### config.mk
export PLATFORM = sky130hd
export DESIGN_NAME = nx_fifo_mon_flat
export DESIGN_NICKNAME = d
export VERILOG_FILES = /design/src/rtl/nx_fifo_mon_if.sv /design/src/rtl/nx_fifo_mon.sv /design/src/flat_wrapper.sv
export SDC_FILE = /design/constraint.sdc
export NUM_CORES = 2
export LEC_CHECK = 0
export CORE_MARGIN = 1
export CORE_UTILIZATION = 55
export CTS_BUF_LIST = sky130_fd_sc_hd__clkbuf_8
export DETAILED_ROUTE_END_ITERATION = 6
export MAX_ROUTING_LAYER = met4
export PLACE_DENSITY = 0.75
export SLEW_MARGIN = 20
export SYNTH_ARGS = -nofsm -noshare
export SYNTH_HDL_FRONTEND = slang
export SYNTH_SLANG_ARGS = --single-unit
### constraint.sdc
create_clock -name clk -period 88.2 [get_ports clk]
set_input_delay 26.46 -clock clk [delete_from_list [all_inputs] [get_ports clk]]
set_output_delay 26.46 -clock clk [all_outputs]
set_load 0.02 [all_outputs]
### src/rtl/nx_fifo_mon_if.sv
// Handshake and status bundle for nx_fifo_mon.
// master: the producer/consumer side that drives requests and write data.
// slave: the FIFO side that returns head data and occupancy status.
interface nx_fifo_mon_if #(
  parameter int DEPTH = 16,
  parameter int WIDTH = 132
);
  localparam int CW = $clog2(DEPTH + 1);

  logic             wen;
  logic             ren;
  logic             clear;
  logic [WIDTH-1:0] wdata;
  logic [WIDTH-1:0] rdata;
  logic             empty;
  logic             full;
  logic             almost_full;
  logic             almost_empty;
  logic [CW-1:0]    used_slots;
  logic [CW-1:0]    free_slots;

  modport master (
    output wen, ren, clear, wdata,
    input  rdata, empty, full, almost_full, almost_empty, used_slots, free_slots
  );

  modport slave (
    input  wen, ren, clear, wdata,
    output rdata, empty, full, almost_full, almost_empty, used_slots, free_slots
  );
endinterface

### src/rtl/nx_fifo_mon.sv
// nx_fifo_mon: synchronous FIFO of any depth from 2 to 1024.
// Features: first-word-fall-through head, programmable almost-full/almost-empty
// levels, registered overflow/underflow pulses with sticky copies, and a
// high-water-mark monitor.
// Pointers wrap by explicit compare so non-power-of-two depths work.
module nx_fifo_mon #(
  parameter int DEPTH      = 16,
  parameter int WIDTH      = 132,
  parameter int DATA_RESET = 1,
  parameter int CW         = $clog2(DEPTH + 1)
) (
  input  logic                clk,
  input  logic                rst,
  nx_fifo_mon_if.slave        bus,
  input  logic [CW-1:0]       af_thresh,
  input  logic [CW-1:0]       ae_thresh,
  input  logic                err_clr,
  output logic                overflow,
  output logic                underflow,
  output logic                overflow_sticky,
  output logic                underflow_sticky,
  output logic [CW-1:0]       high_water
);

  localparam int            AW      = (DEPTH > 1) ? $clog2(DEPTH) : 1;
  localparam logic [CW-1:0] DEPTH_C = CW'(DEPTH);
  localparam logic [AW-1:0] LAST_C  = AW'(DEPTH - 1);

  // Pointer advance with wrap at the last physical entry.
  function automatic logic [AW-1:0] ptr_inc(input logic [AW-1:0] p);
    return (p == LAST_C) ? '0 : p + AW'(1);
  endfunction

  // Unsigned maximum of two occupancy values.
  function automatic logic [CW-1:0] cnt_max(input logic [CW-1:0] a,
                                            input logic [CW-1:0] b);
    return (a > b) ? a : b;
  endfunction

  logic [WIDTH-1:0] mem [DEPTH];
  logic [AW-1:0]    wptr;
  logic [AW-1:0]    rptr;
  logic [CW-1:0]    count;
  logic [CW-1:0]    count_nxt;
  logic             is_empty;
  logic             is_full;
  logic             wr_ok;
  logic             rd_ok;
  logic             ovf_req;
  logic             udf_req;
  logic             ovf_p1;
  logic             udf_p1;
  logic             ovf_st;
  logic             udf_st;
  logic [CW-1:0]    hw;

  // Status decode from the count register only, so flags move on edges.
  // The exception is the almost flags, which also follow the threshold inputs.
  assign is_empty = (count == '0);
  assign is_full  = (count == DEPTH_C);

  // A flush masks both requests; a full FIFO drops writes even alongside a read.
  assign wr_ok   = bus.wen && !is_full  && !bus.clear;
  assign rd_ok   = bus.ren && !is_empty && !bus.clear;
  assign ovf_req = bus.wen &&  is_full  && !bus.clear;
  assign udf_req = bus.ren &&  is_empty && !bus.clear;

  // Next occupancy: flush wins, otherwise net of accepted read and write.
  always_comb begin
    count_nxt = count;
    if (bus.clear) begin
      count_nxt = '0;
    end else begin
      unique case ({wr_ok, rd_ok})
        2'b10:   count_nxt = count + CW'(1);
        2'b01:   count_nxt = count - CW'(1);
        default: count_nxt = count;
      endcase
    end
  end

  // Storage array; optionally cleared by reset, never touched by clear.
  if (DATA_RESET != 0) begin : g_mem_rst
    // Write port with storage reset.
    always_ff @(posedge clk or posedge rst) begin
      if (rst) begin
        for (int i = 0; i < DEPTH; i++) mem[i] <= '0;
      end else if (wr_ok) begin
        mem[wptr] <= bus.wdata;
      end
    end
  end else begin : g_mem_nrst
    // Write port without storage reset.
    always_ff @(posedge clk) begin
      if (wr_ok) mem[wptr] <= bus.wdata;
    end
  end

  // Pointer and occupancy registers.
  always_ff @(posedge clk or posedge rst) begin
    if (rst) begin
      wptr  <= '0;
      rptr  <= '0;
      count <= '0;
    end else begin
      count <= count_nxt;
      if (bus.clear) begin
        wptr <= '0;
        rptr <= '0;
      end else begin
        if (wr_ok) wptr <= ptr_inc(wptr);
        if (rd_ok) rptr <= ptr_inc(rptr);
      end
    end
  end

  // ---- stage p1: registered error pulses, sticky flags, high-water mark ----
  // Error pulses and sticky flags; a new error outranks err_clr.
  always_ff @(posedge clk or posedge rst) begin
    if (rst) begin
      ovf_p1 <= 1'b0;
      udf_p1 <= 1'b0;
      ovf_st <= 1'b0;
      udf_st <= 1'b0;
    end else begin
      ovf_p1 <= ovf_req;
      udf_p1 <= udf_req;
      if (ovf_req)      ovf_st <= 1'b1;
      else if (err_clr) ovf_st <= 1'b0;
      if (udf_req)      udf_st <= 1'b1;
      else if (err_clr) udf_st <= 1'b0;
    end
  end

  // High-water mark tracks the peak of the next count.
  // A flush zeroes it; err_clr restarts it from the next count.
  always_ff @(posedge clk or posedge rst) begin
    if (rst) begin
      hw <= '0;
    end else if (bus.clear) begin
      hw <= '0;
    end else if (err_clr) begin
      hw <= count_nxt;
    end else begin
      hw <= cnt_max(hw, count_nxt);
    end
  end

  assign bus.rdata        = is_empty ? '0 : mem[rptr];
  assign bus.empty        = is_empty;
  assign bus.full         = is_full;
  assign bus.almost_full  = (count >= af_thresh);
  assign bus.almost_empty = (count <= ae_thresh);
  assign bus.used_slots   = count;
  assign bus.free_slots   = DEPTH_C - count;

  assign overflow         = ovf_p1;
  assign underflow        = udf_p1;
  assign overflow_sticky  = ovf_st;
  assign underflow_sticky = udf_st;
  assign high_water       = hw;

endmodule

### src/flat_wrapper.sv
// flat-port wrapper written by rule: the top's interface ports become plain ports
module nx_fifo_mon_flat 
#(
  parameter int DEPTH      = 16,
  parameter int WIDTH      = 132,
  parameter int DATA_RESET = 1,
  parameter int CW         = $clog2(DEPTH + 1)
)
  (clk, rst, af_thresh, ae_thresh, err_clr, overflow, underflow, overflow_sticky, underflow_sticky, high_water, bus_wen, bus_ren, bus_clear, bus_wdata, bus_rdata, bus_empty, bus_full, bus_almost_full, bus_almost_empty, bus_used_slots, bus_free_slots);
  nx_fifo_mon_if #(.DEPTH(DEPTH), .WIDTH(WIDTH)) bus_i ();
  input  logic clk;
  input  logic rst;
  input  logic [CW-1:0] af_thresh;
  input  logic [CW-1:0] ae_thresh;
  input  logic err_clr;
  output logic overflow;
  output logic underflow;
  output logic overflow_sticky;
  output logic underflow_sticky;
  output logic [CW-1:0] high_water;
  input wire logic [$bits(bus_i.wen)-1:0] bus_wen;
  input wire logic [$bits(bus_i.ren)-1:0] bus_ren;
  input wire logic [$bits(bus_i.clear)-1:0] bus_clear;
  input wire logic [$bits(bus_i.wdata)-1:0] bus_wdata;
  output wire logic [$bits(bus_i.rdata)-1:0] bus_rdata;
  output wire logic [$bits(bus_i.empty)-1:0] bus_empty;
  output wire logic [$bits(bus_i.full)-1:0] bus_full;
  output wire logic [$bits(bus_i.almost_full)-1:0] bus_almost_full;
  output wire logic [$bits(bus_i.almost_empty)-1:0] bus_almost_empty;
  output wire logic [$bits(bus_i.used_slots)-1:0] bus_used_slots;
  output wire logic [$bits(bus_i.free_slots)-1:0] bus_free_slots;
  assign bus_i.wen = bus_wen;
  assign bus_i.ren = bus_ren;
  assign bus_i.clear = bus_clear;
  assign bus_i.wdata = bus_wdata;
  assign bus_rdata = bus_i.rdata;
  assign bus_empty = bus_i.empty;
  assign bus_full = bus_i.full;
  assign bus_almost_full = bus_i.almost_full;
  assign bus_almost_empty = bus_i.almost_empty;
  assign bus_used_slots = bus_i.used_slots;
  assign bus_free_slots = bus_i.free_slots;
  nx_fifo_mon #(.DEPTH(DEPTH), .WIDTH(WIDTH), .DATA_RESET(DATA_RESET), .CW(CW)) u_core (.clk(clk), .rst(rst), .bus(bus_i), .af_thresh(af_thresh), .ae_thresh(ae_thresh), .err_clr(err_clr), .overflow(overflow), .underflow(underflow), .overflow_sticky(overflow_sticky), .underflow_sticky(underflow_sticky), .high_water(high_water));
endmodule
# == Yosys cells after proc, flatten, opt, wreduce, memory -nomap -nowiden ==
# Cells that the tools add are included.
# Widths: inputs -> output; s select.
# totals
reg_bits,2134
in_bits,148
out_inout_bits,155
elab_cells,81
# op_classes
addsub,5
n_lt_le_gt_ge,6
n_eq_ne,6
n_mux,21
n_bitwise,2
reduce_logical,17
# op_table
op,count
$bwmux 2112,1
$bmux 132 s4,1
$demux 132 s4,1
$mux 132,4
$mux 4,6
$mux 5,4
$ge 5x5->1 const B,2
$not 4->5,2
$pmux 5 s2,1
$logic_and 1x1->1,9
$add 4x1->4 const B,2
$eq 4x4->1 const B,2
$reduce_bool 2->1,4
$add 5x1->5 const B,1
$eq 5x5->1 const B,1
$ge 5x5->1,1
$gt 5x5->1,1
$le 5x5->1,1
$logic_not 5->1,1
$lt 5x1->1 const B,1
$sub 5x1->5 const B,1
$sub 5x5->5 const A,1
$logic_not 1->1,3
$mux 1,3
other kinds (3),3

# == Longest topological paths before layout ==
# depth
ltp_word,11
mapped_depth,25
ltp_nobuf,21

# == Worst setup path after synthesis ==
# Ideal clock, no wire load.
# synth_timing
path_type,in2out
start,in ae_thresh[1]
end,out bus_almost_empty
t_arrival_ns,27.695
required_time_ns,61.740
path_slack_ns,34.045
path_stages,7
n_path_buf,0
path_cell_list,inv_1 > ha_1 > nor2b_1 > o21a_1 > o21a_1 > o21a_1 > o22ai_1
# synth_via
elab_chain_cells,1
# synth_lines
element,line,text
"start, declared",flat_wrapper.sv:14,input logic [CW-1:0] ae_thresh;
$le 5x5->1,nx_fifo_mon.sv:153,assign bus.almost_empty = (count <= ae_thresh);
"end, declared",flat_wrapper.sv:29,output wire logic [$bits(bus_i.almost_empty)-1:0] bus_almost_empty;
# No other way between the ends.

# == Worst setup path in the final report ==
# Ends and elaborated chain as after synthesis.

==> flow_metrics.env <==
export IMPL_num_vias=53300
export IMPL_fillers=13100
export IMPL_initial_core_util_pct=55.6
export IMPL_drt_pass1_iter_count=5
export IMPL_dp_hpwl_mm=125
export IMPL_cts_hold_buf=0
export IMPL_place_gp_congestion=0.781
export IMPL_route_detailed_wl_per_inst_um=27.0
export IMPL_fin_util_pct=61.7
export IMPL_hold_worst_slack_ps=487
export IMPL_synthCells=5890
export IMPL_clk_pin_slew_worst_paths_ps=60
export IMPL_postSynthAreaPerCell_um2=16.9
export IMPL_place_ws_ps=33150
export IMPL_synth_top_cells_by_area="dfrtp_1, mux2_2, mux4_2, mux2_4, mux2i_1"
export IMPL_cts_buffer_depth=4
export IMPL_required_ps=61740
export IMPL_die_w_um=428
export IMPL_critPathMaxFanout=2
export IMPL_drtIter0Drc=3876
export IMPL_arrival_ps=28600
export IMPL_h_tree_depth=5
export IMPL_min_path_type="reg -> reg"
export IMPL_synth_seq_cells=2134
export IMPL_grt_pass1_wl_mm=367
export IMPL_setup_viol=0
export IMPL_yosys_area_top_type="dfrtp_1"
export IMPL_regArea_um2=53400
export IMPL_cts_root_buf="clkbuf_8"
export IMPL_antenna_found_initial=37
export IMPL_synth_top_area_share_pct=53.6
export IMPL_ant_nets=0
export IMPL_critPathCaptureType="output pin"
export IMPL_grt_max_degree=189
export IMPL_die_height_um=428
export IMPL_worst_slack_ps=33140
export IMPL_worst_pin_slew_ps=1210
export IMPL_worstSetupPathType="in -> out"
export IMPL_multi_input_area_um2=43000
export IMPL_fmax_mhz=18.2
export IMPL_async_reset_ff_share_pct=100
export IMPL_cts_sinks=2134
export IMPL_status="finished, final reports clean"
export IMPL_final_max_slew_violation_count=0
export IMPL_wl_mm=236
export IMPL_cts_setup_buffers=0
export IMPL_grt_setup_unrepaired="no"
export IMPL_drc_errors=0
export IMPL_finalSetupTns_ps=0
export IMPL_layout_min_cycle_time_ps=55060
export IMPL_synth_nets=6064
export IMPL_grtUsageTotal_pct=27.3
export IMPL_yosys_warnings=0
export IMPL_clock_skew_ps=52.1
export IMPL_port_buffers=302
export IMPL_io_pins=303
export IMPL_synth_seq_area_share_pct=53.6
export IMPL_setup_worst_path_start_class="input port"
export IMPL_cts_buffers=361
export IMPL_coreArea_um2=179000
export IMPL_synthToLayoutAreaGrowth_pct=11.0
export IMPL_synth_cell_types=43
export IMPL_final_nets=6285
export IMPL_synth_commonest_cells="dfrtp_1, mux2_2, mux2_4, mux4_2, mux2i_1"
export IMPL_cap_violations=0
export IMPL_syn_area_um2=99600
export IMPL_synthFlopType="dfrtp_1"
export IMPL_finalHoldViolCount=0
export IMPL_leakagePower_nw=52.9
export IMPL_tritoncts="done"
export IMPL_viasPerCell=6.10
export IMPL_relSlewSlack_pct=19.1
export IMPL_grt_pass1_vias=58400
export IMPL_stdcell_area_um2=110000
export IMPL_die_area_um2=183000
export IMPL_postCtsResizedCells=0
export IMPL_power_density_nw_per_um2=21.5
export IMPL_clock_latency_ps=1080
export IMPL_yosysMostFrequentCell="dfrtp_1"
export IMPL_ir_drop_uv=12.6
export IMPL_finalCritPeriodShare_pct=62.4
export IMPL_overflow=0
export IMPL_num_rows=155
export IMPL_place_area_um2=103000
export IMPL_synth_edf_count=0
export IMPL_drive_gt1_share_pct=51.0
[power breakdown]
group	internal, mW	switching [mW]	total [mW]
registers	1.07	0.0481	1.12
clock network	0.475	0.396	0.871
logic	0.202	0.182	0.385
[cell type report]
cell class / count / share of cell area (%)
repair buffers: 404 / 3.57
clock buffers: 451 / 5.62
inverters: 23 / 0.0895
multi-input cells: 3187 / 38.9
flip-flops and latches: 2134 / 48.3
well taps: 2355 / 2.67
clock inverters: 160 / 0.759
diodes: 26 / 0.0589
[registers in the layout, indices dropped and copies added, names as in the netlist]
register and cells:
u_core.underflow 1, u_core.wptr 4, u_core.rptr 4, u_core.overflow 1, u_core.high_water 5, u_core.overflow_sticky 1, u_core.mem 2112, u_core.bus.used_slots 5
u_core.underflow_sticky 1
[per-stage QoR]
stage	power, mW	cells
final	2.38	8740
after global routing	2.48	8740
after CTS	2.40	8712
after detailed placement	1.52	8101
after global placement	1.51	8101
after floorplan	1.40	5890
[routing by layer]
layer | part of all wire, % | track usage [%]
met5 | 0 | -
met4 | 2.6 | 8.88
met3 | 4.7 | 4.93
met2 | 49 | 42.0
met1 | 44 | 36.9
[final timing paths]
path | startpoint | end | slack, ps | cells past startpoint
min reg2reg | u_core.mem[1124] | u_core.mem[1124] | 490 | 1
min | u_core.mem[1124] | u_core.mem[1124] | 490 | 1
max | ae_thresh[1] | bus_almost_empty | 33140 | 9
max in group asynchronous | rst | u_core.mem[1100] | 57600 | 7
max reg2reg | u_core.bus.used_slots[1] | u_core.high_water[0] | 82290 | 20
min in group asynchronous | rst | u_core.mem[1820] | 25880 | 2
[cells by family (layout without fill, tap and decap cells)]
group | count (synthesis) | count (layout) | synth area share [%]
buf+inv | 569 | 1038 | 3.27
other cells | 0 | 26 | 0
mux | 2908 | 2908 | 41.1
compound gates | 166 | 166 | 1.04
fa+ha+maj | 26 | 26 | 0.327
xor+xnor | 10 | 10 | 0.0880
flops | 2134 | 2134 | 53.6
simple gates | 77 | 77 | 0.503
[cell usage in the layout (no fill, tap or decap), drive strengths merged, types with 35 or more instances in the layout]
master	instances
buf	102
clkbuf	451
clkdlybuf4s50	302
clkinv	35
dfrtp	2134
inv	136
mux2	2114
mux2i	266
mux4	528
o22ai	135
[critical path, stage by stage]
cell and delay [ps]:
clkdlybuf4s50_1 460, inv_1 40, ha_1 280, nor2b_1 140, o21a_1 160, o21a_1 160
o21a_1 160, o22ai_1 130, clkdlybuf4s50_1 620
Note: power is estimated with default switching activity, not from simulation.
